## src/rtl/enigma_pkg.sv

```systemverilog
// Shared definitions for the rotor cipher core: FSM encoding, default
// geometry and the rotor-index width helper.
package enigma_pkg;

  typedef enum logic [1:0] {
    ST_IDLE  = 2'd0,
    ST_LOAD  = 2'd1,
    ST_READY = 2'd2
  } state_t;

  localparam int DEF_SYM_W = 6;
  localparam int DEF_N_ROT = 3;

  function automatic int ri_width(input int n_rot);
    if (n_rot > 1) begin
      return $clog2(n_rot);
    end else begin
      return 1;
    end
  endfunction

endpackage

```

## src/rtl/enigma_rotor.sv

```systemverilog
// One rotor: forward table, inverse table, stepping offset and the two
// offset-adjusted lookups. Tables are deliberately not reset.
module enigma_rotor import enigma_pkg::*; #(
  parameter int SYM_W = DEF_SYM_W
) (
  input  logic             clk,
  input  logic             srst,
  input  logic             wr_en,
  input  logic [SYM_W-1:0] wr_entry,
  input  logic [SYM_W-1:0] wr_data,
  input  logic             off_clr,
  input  logic             step,
  input  logic [SYM_W-1:0] fwd_in,
  output logic [SYM_W-1:0] fwd_out,
  input  logic [SYM_W-1:0] rev_in,
  output logic [SYM_W-1:0] rev_out,
  output logic             wrap
);

  localparam int A = 1 << SYM_W;

  logic [SYM_W-1:0] t_r    [A];
  logic [SYM_W-1:0] tinv_r [A];
  logic [SYM_W-1:0] off_r;
  logic [SYM_W-1:0] fwd_idx_s;

  // table write port; the inverse is built alongside so decrypt needs no search
  always_ff @(posedge clk) begin
    if (wr_en) begin
      t_r[wr_entry]   <= wr_data;
      tinv_r[wr_data] <= wr_entry;
    end
  end

  // rotor position register
  always_ff @(posedge clk) begin
    if (srst) begin
      off_r <= {SYM_W{1'b0}};
    end else if (off_clr) begin
      off_r <= {SYM_W{1'b0}};
    end else if (step) begin
      off_r <= off_r + {{(SYM_W-1){1'b0}}, 1'b1};
    end
  end

  // modulo-A arithmetic falls out of the SYM_W-bit truncation
  assign fwd_idx_s = fwd_in + off_r;
  assign fwd_out   = t_r[fwd_idx_s];
  assign rev_out   = tinv_r[rev_in] - off_r;
  assign wrap      = (off_r == {SYM_W{1'b1}});

endmodule

```

## src/rtl/enigma_rotor_core.sv

```systemverilog
// Rotor cipher core: table load FSM, N_ROT chained rotors with odometer
// stepping, and a one-entry registered output with valid/ready handshake.
module enigma_rotor_core import enigma_pkg::*; #(
  parameter  int SYM_W = DEF_SYM_W,
  parameter  int N_ROT = DEF_N_ROT,
  localparam int RI_W  = ri_width(N_ROT)
) (
  input  logic                  clk,
  input  logic                  srst,
  input  logic                  load,
  input  logic [RI_W+SYM_W-1:0] load_idx,
  input  logic                  crypt_mode,
  input  logic [SYM_W-1:0]      code_in,
  input  logic                  in_valid,
  output logic                  in_ready,
  output logic [SYM_W-1:0]      code_out,
  output logic                  code_valid,
  input  logic                  out_ready
);

  state_t           state_r;
  state_t           state_nxt_s;
  logic [SYM_W-1:0] code_out_r;
  logic             code_valid_r;
  logic             enter_load_s;
  logic             wr_active_s;
  logic             in_ready_s;
  logic             accept_s;
  logic [RI_W-1:0]  rot_sel_s;
  logic [SYM_W-1:0] entry_s;
  logic [SYM_W-1:0] result_s;
  logic [N_ROT-1:0] wrap_s;
  logic [N_ROT-1:0] step_s;

  // FSM state register
  always_ff @(posedge clk) begin
    if (srst) begin
      state_r <= ST_IDLE;
    end else begin
      state_r <= state_nxt_s;
    end
  end

  // FSM next-state
  always_comb begin
    state_nxt_s = state_r;
    case (state_r)
      ST_IDLE:  if (load) state_nxt_s = ST_LOAD;  else state_nxt_s = ST_IDLE;
      ST_LOAD:  if (load) state_nxt_s = ST_LOAD;  else state_nxt_s = ST_READY;
      ST_READY: if (load) state_nxt_s = ST_LOAD;  else state_nxt_s = ST_READY;
      default:  state_nxt_s = ST_IDLE;
    endcase
  end

  assign enter_load_s = load && (state_r != ST_LOAD);
  assign wr_active_s  = load && (state_r == ST_LOAD);
  assign in_ready_s   = (state_r == ST_READY) && !load && (!code_valid_r || out_ready);
  assign accept_s     = in_valid && in_ready_s;
  assign rot_sel_s    = load_idx[RI_W+SYM_W-1:SYM_W];
  assign entry_s      = load_idx[SYM_W-1:0];

  // odometer: rotor k steps when every lower rotor is at A-1 on this accept
  always_comb begin
    logic carry_v;
    carry_v = accept_s;
    step_s  = {N_ROT{1'b0}};
    for (int k = 0; k < N_ROT; k++) begin
      step_s[k] = carry_v;
      carry_v   = carry_v & wrap_s[k];
    end
  end

  for (genvar k = 0; k < N_ROT; k++) begin : g_rot
    logic [SYM_W-1:0] f_in_s;
    logic [SYM_W-1:0] f_out_s;
    logic [SYM_W-1:0] r_in_s;
    logic [SYM_W-1:0] r_out_s;
    logic             wr_en_s;

    if (k == 0) begin : g_head
      assign f_in_s = code_in;
    end else begin : g_link
      assign f_in_s = g_rot[k-1].f_out_s;
    end

    if (k == N_ROT - 1) begin : g_tail
      assign r_in_s = code_in;
    end else begin : g_back
      assign r_in_s = g_rot[k+1].r_out_s;
    end

    // rotor indices at or above N_ROT never match, so those writes drop out
    assign wr_en_s = wr_active_s && (rot_sel_s == RI_W'(k));

    enigma_rotor #(.SYM_W(SYM_W)) u_rot (
      .clk      (clk),
      .srst     (srst),
      .wr_en    (wr_en_s),
      .wr_entry (entry_s),
      .wr_data  (code_in),
      .off_clr  (enter_load_s),
      .step     (step_s[k]),
      .fwd_in   (f_in_s),
      .fwd_out  (f_out_s),
      .rev_in   (r_in_s),
      .rev_out  (r_out_s),
      .wrap     (wrap_s[k])
    );
  end

  assign result_s = crypt_mode ? g_rot[0].r_out_s : g_rot[N_ROT-1].f_out_s;

  // output register; a same-cycle accept wins over a drain
  always_ff @(posedge clk) begin
    if (srst) begin
      code_out_r   <= {SYM_W{1'b0}};
      code_valid_r <= 1'b0;
    end else if (enter_load_s) begin
      code_valid_r <= 1'b0;
    end else if (accept_s) begin
      code_out_r   <= result_s;
      code_valid_r <= 1'b1;
    end else if (out_ready) begin
      code_valid_r <= 1'b0;
    end
  end

  assign in_ready   = in_ready_s;
  assign code_out   = code_out_r;
  assign code_valid = code_valid_r;

endmodule

```

## config.mk

```make
export PLATFORM = sky130hd
export DESIGN_NAME = enigma_rotor_core
export DESIGN_NICKNAME = d
export VERILOG_FILES = /design/src/rtl/enigma_pkg.sv /design/src/rtl/enigma_rotor.sv /design/src/rtl/enigma_rotor_core.sv
export SDC_FILE = /design/constraint.sdc
export NUM_CORES = 2
export LEC_CHECK = 0
export ABC_CLOCK_PERIOD_IN_PS = 30800
export CORE_MARGIN = 5
export CORE_UTILIZATION = 62
export DETAILED_ROUTE_END_ITERATION = 7
export HOLD_SLACK_MARGIN = 0.08
export PLACE_DENSITY_LB_ADDON = 0.2
export SLEW_MARGIN = 10
export SYNTH_ARGS = -nofsm -noshare
export SYNTH_HDL_FRONTEND = slang
export SYNTH_SLANG_ARGS = --single-unit
export TNS_END_PERCENT = 100
```

## constraint.sdc

```tcl
create_clock -name clk -period 30.8 [get_ports clk]
set_clock_uncertainty 0.05 [all_clocks]
set_input_delay 6.16 -clock clk [delete_from_list [all_inputs] [get_ports clk]]
set_output_delay 6.16 -clock clk [all_outputs]
set_load 0.05 [all_outputs]
```

==> flow_metrics.env <==
export IMPL_seqPwrFrac_pct=45.7
export IMPL_rows=141
export IMPL_cellLeakagePower_nw=31.3
export IMPL_wl_per_cell_um=31.4
export IMPL_startpoint_type="primary input"
export IMPL_layout_setup_ws_ps=13120
export IMPL_post_route_period_util_pct=57.4
export IMPL_syn_inst=4434
export IMPL_grt_pass1_wl_um=309000
export IMPL_setup_viol=0
export IMPL_io_pins=28
export IMPL_drtIter0Drc=5868
export IMPL_critPathBufInv=7
export IMPL_yosys_top_cells_count="edfxtp_1, mux4_2, nor2_1"
export IMPL_drt_total_wl_um=208000
export IMPL_synth_edf_count=2304
export IMPL_coreArea_um2=147000
export IMPL_avgSynthCellArea_um2=20.6
export IMPL_path_class="in -> reg"
export IMPL_synth_distinct_cells=61
export IMPL_cts_resized=0
export IMPL_die_w_um=394
export IMPL_yosys_area_top_type="edfxtp_1"
export IMPL_cts_buffers=218
export IMPL_rsz0062_at_grt="no"
export IMPL_clkTransAtPathRegs_ps=60
export IMPL_total_power_w=0.00762
export IMPL_drv_cap=0
export IMPL_synth_flop_cell="edfxtp_1"
export IMPL_start_util_pct=62.1
export IMPL_max_stage_delay_ps=1260
export IMPL_path_delay_family="buffers and inverters"
export IMPL_p_switching_w=0.00191
export IMPL_drive_gt1_share_pct=23.2
export IMPL_fin_tns_setup_ps=0
export IMPL_ir_drop_mv=0.0737
export IMPL_utilization_pct=68.9
export IMPL_antenna_found_initial=4
export IMPL_first_pass_iters=7
export IMPL_grtUsageTotal_pct=27.2
export IMPL_nets=4575
export IMPL_area_growth_pct=10.9
export IMPL_p_per_area_nw_per_um2=75.1
export IMPL_io_buffer_count=27
export IMPL_critPathArrivalTime_ps=18340
export IMPL_cts_sinks=2331
export IMPL_end_kind="flip-flop"
export IMPL_ys_ff_latch=2331
export IMPL_cts_root_buffer="clkbuf_16"
export IMPL_gr_total_overflow=0
export IMPL_p_int_w=0.00571
export IMPL_clockBufferDepth=3
export IMPL_dp_hpwl_um=128000
export IMPL_worst_hold_path_type="reg -> reg"
export IMPL_synth_most_common_cell="edfxtp_1"
export IMPL_syn_area_um2=91500
export IMPL_cts_setup_buffers=0
export IMPL_relSlewSlack_pct=25.4
export IMPL_cts_tree="done"
export IMPL_die_y_um=394
export IMPL_worst_skew_pair_late_latency_ps=840
export IMPL_die_area_um2=155000
export IMPL_path_max_fanout=56
export IMPL_max_freq_mhz=56.6
export IMPL_postRouteAntennaNets=0
export IMPL_cp_required_ps=31460
export IMPL_routabilityCongestion=0.901
export IMPL_status="completed"
export IMPL_hold_viol_final=0
export IMPL_crit_top_cell="buf_4"
export IMPL_synth_area_leaders="edfxtp_1, mux4_2, nor2_1, a22oi_1, clkbuf_1"
export IMPL_async_reset_ff_share_pct=0
export IMPL_drc=0
export IMPL_grt_pass1_vias=45510
export IMPL_yosys_warnings=0
export IMPL_ys_seq_area_share_pct=76.2
export IMPL_n_fill_cell=8763
export IMPL_tightestPinTransition_ps=1110
export IMPL_switching_share_pct=25.1
export IMPL_maxSlewViolCount=0
export IMPL_vias_per_cell=6.76
export IMPL_place_ws_ps=12350
export IMPL_synth_top_area_share_pct=75.6
export IMPL_vias=44860
export IMPL_cts_max_level=4
export IMPL_grt_max_degree=110
export IMPL_hold_buffers=0
export IMPL_combPwrFrac_pct=18.5
export IMPL_synth_nets=4497
export IMPL_period_needed_ps=17680
export IMPL_cpMaxStageDelayCell="fa_4"
export IMPL_clkPwrFrac_pct=35.8
-- final timing paths --
path                                                             end  slack [ps]  cells past startpoint                                 start
worst max register to register              code_out[5]$_SDFFE_PP0P_       19200                     22  g_rot[0].u_rot.off_r[0]$_SDFFE_PP0P_
worst min-delay path            g_rot[1].u_rot.off_r[5]$_SDFFE_PP0P_         510                      2  g_rot[1].u_rot.off_r[5]$_SDFFE_PP0P_
worst max-delay path                        code_out[5]$_SDFFE_PP0P_       13120                     34                            code_in[0]
worst min register to register  g_rot[1].u_rot.off_r[5]$_SDFFE_PP0P_         510                      2  g_rot[1].u_rot.off_r[5]$_SDFFE_PP0P_
-- power groups by stage --
stage | combinational, W | clock (W) | sequential [W]
floorplan | 0.000957 | 0 | 0.00355
global placement | 0.00139 | 0 | 0.00355
detailed placement | 0.00141 | 0 | 0.00355
CTS | 0.00142 | 0.00276 | 0.00349
global route | 0.00149 | 0.00291 | 0.00348
finish | 0.00141 | 0.00273 | 0.00349
-- sequential cells by signal, summed over array words and instances, names as in the netlist --
register            flops
g_rot.u_rot.off_r      18
g_rot.u_rot.t_r      1152
code_valid              1
g_rot.u_rot.tinv_r   1152
code_out                6
state_r                 2
-- per-layer routing --
| layer | routed length [µm] | track usage, % | up-vias |
|---|---|---|---|
| met4 | 8010 | 9.64 | 4 |
| met5 | 27 | 0 | - |
| met2 | 103000 | 43.4 | 2533 |
| met1 | 78800 | 39.0 | 23431 |
| li1 | - | - | 18448 |
| met3 | 18500 | 4.54 | 444 |
-- layout make-up --
cell class,count,area [µm²],area share [%]
Antenna cell,1,2.50,0.00247
Clock buffer,264,5700,5.61
Clock inverter,147,1630,1.60
Inverter,30,113,0.111
Multi-Input combinational cell,1817,21000,20.7
Sequential cell,2331,69700,68.7
Tap cell,1930,2410,2.38
Timing Repair Buffer,114,943,0.929
-- logic make-up (layout without fill, tap and decap cells) --
kind of cell	Yosys count	count (layout)	share of synthesized area, %
AO/OA/AOI/OAI	316	316	2.47
flip-flops	2331	2331	76.2
multiplexers	677	677	15.5
XOR/XNOR	45	45	0.500
adder cells (fa/ha/maj)	43	43	0.637
AND/OR/NAND/NOR	736	736	3.53
buffers and inverters	286	555	1.19
other	0	1	0
-- cell usage in the layout (no fill, tap or decap), types with 18 or more instances in the layout --
cell,instances
a211oi_1,18
a21oi_1,48
a22o_1,21
a22oi_1,154
buf_4,87
bufinv_16,30
clkbuf_1,39
clkbuf_16,218
clkinv_1,49
clkinv_2,46
dfxtp_1,27
edfxtp_1,2304
ha_1,32
inv_1,30
mux2_2,19
mux2i_1,69
mux4_2,588
nand2_1,126
nand3_1,36
nand4_1,36
nor2_1,425
nor2b_1,24
xnor2_1,24
-- through the flow --
stage                     cells  hold slack, ps  cell area [µm²]
after floorplan            4434             452            91500
after global placement     6222             484            94200
after detailed placement   6222             487            94200
after CTS                  6633             510           101000
after global routing       6633             548           101000
final                      6634             509           102000
-- worst register-to-register path, delay by kind of cell (launching register included) --
family | cells | cell delay (ps)
multiplexers | 10 | 4390
flip-flops | 1 | 420
buffers and inverters | 5 | 3120
AO/OA/AOI/OAI | 3 | 760
adder cells (fa/ha/maj) | 4 | 2720
(Power assumes the default switching activity.)
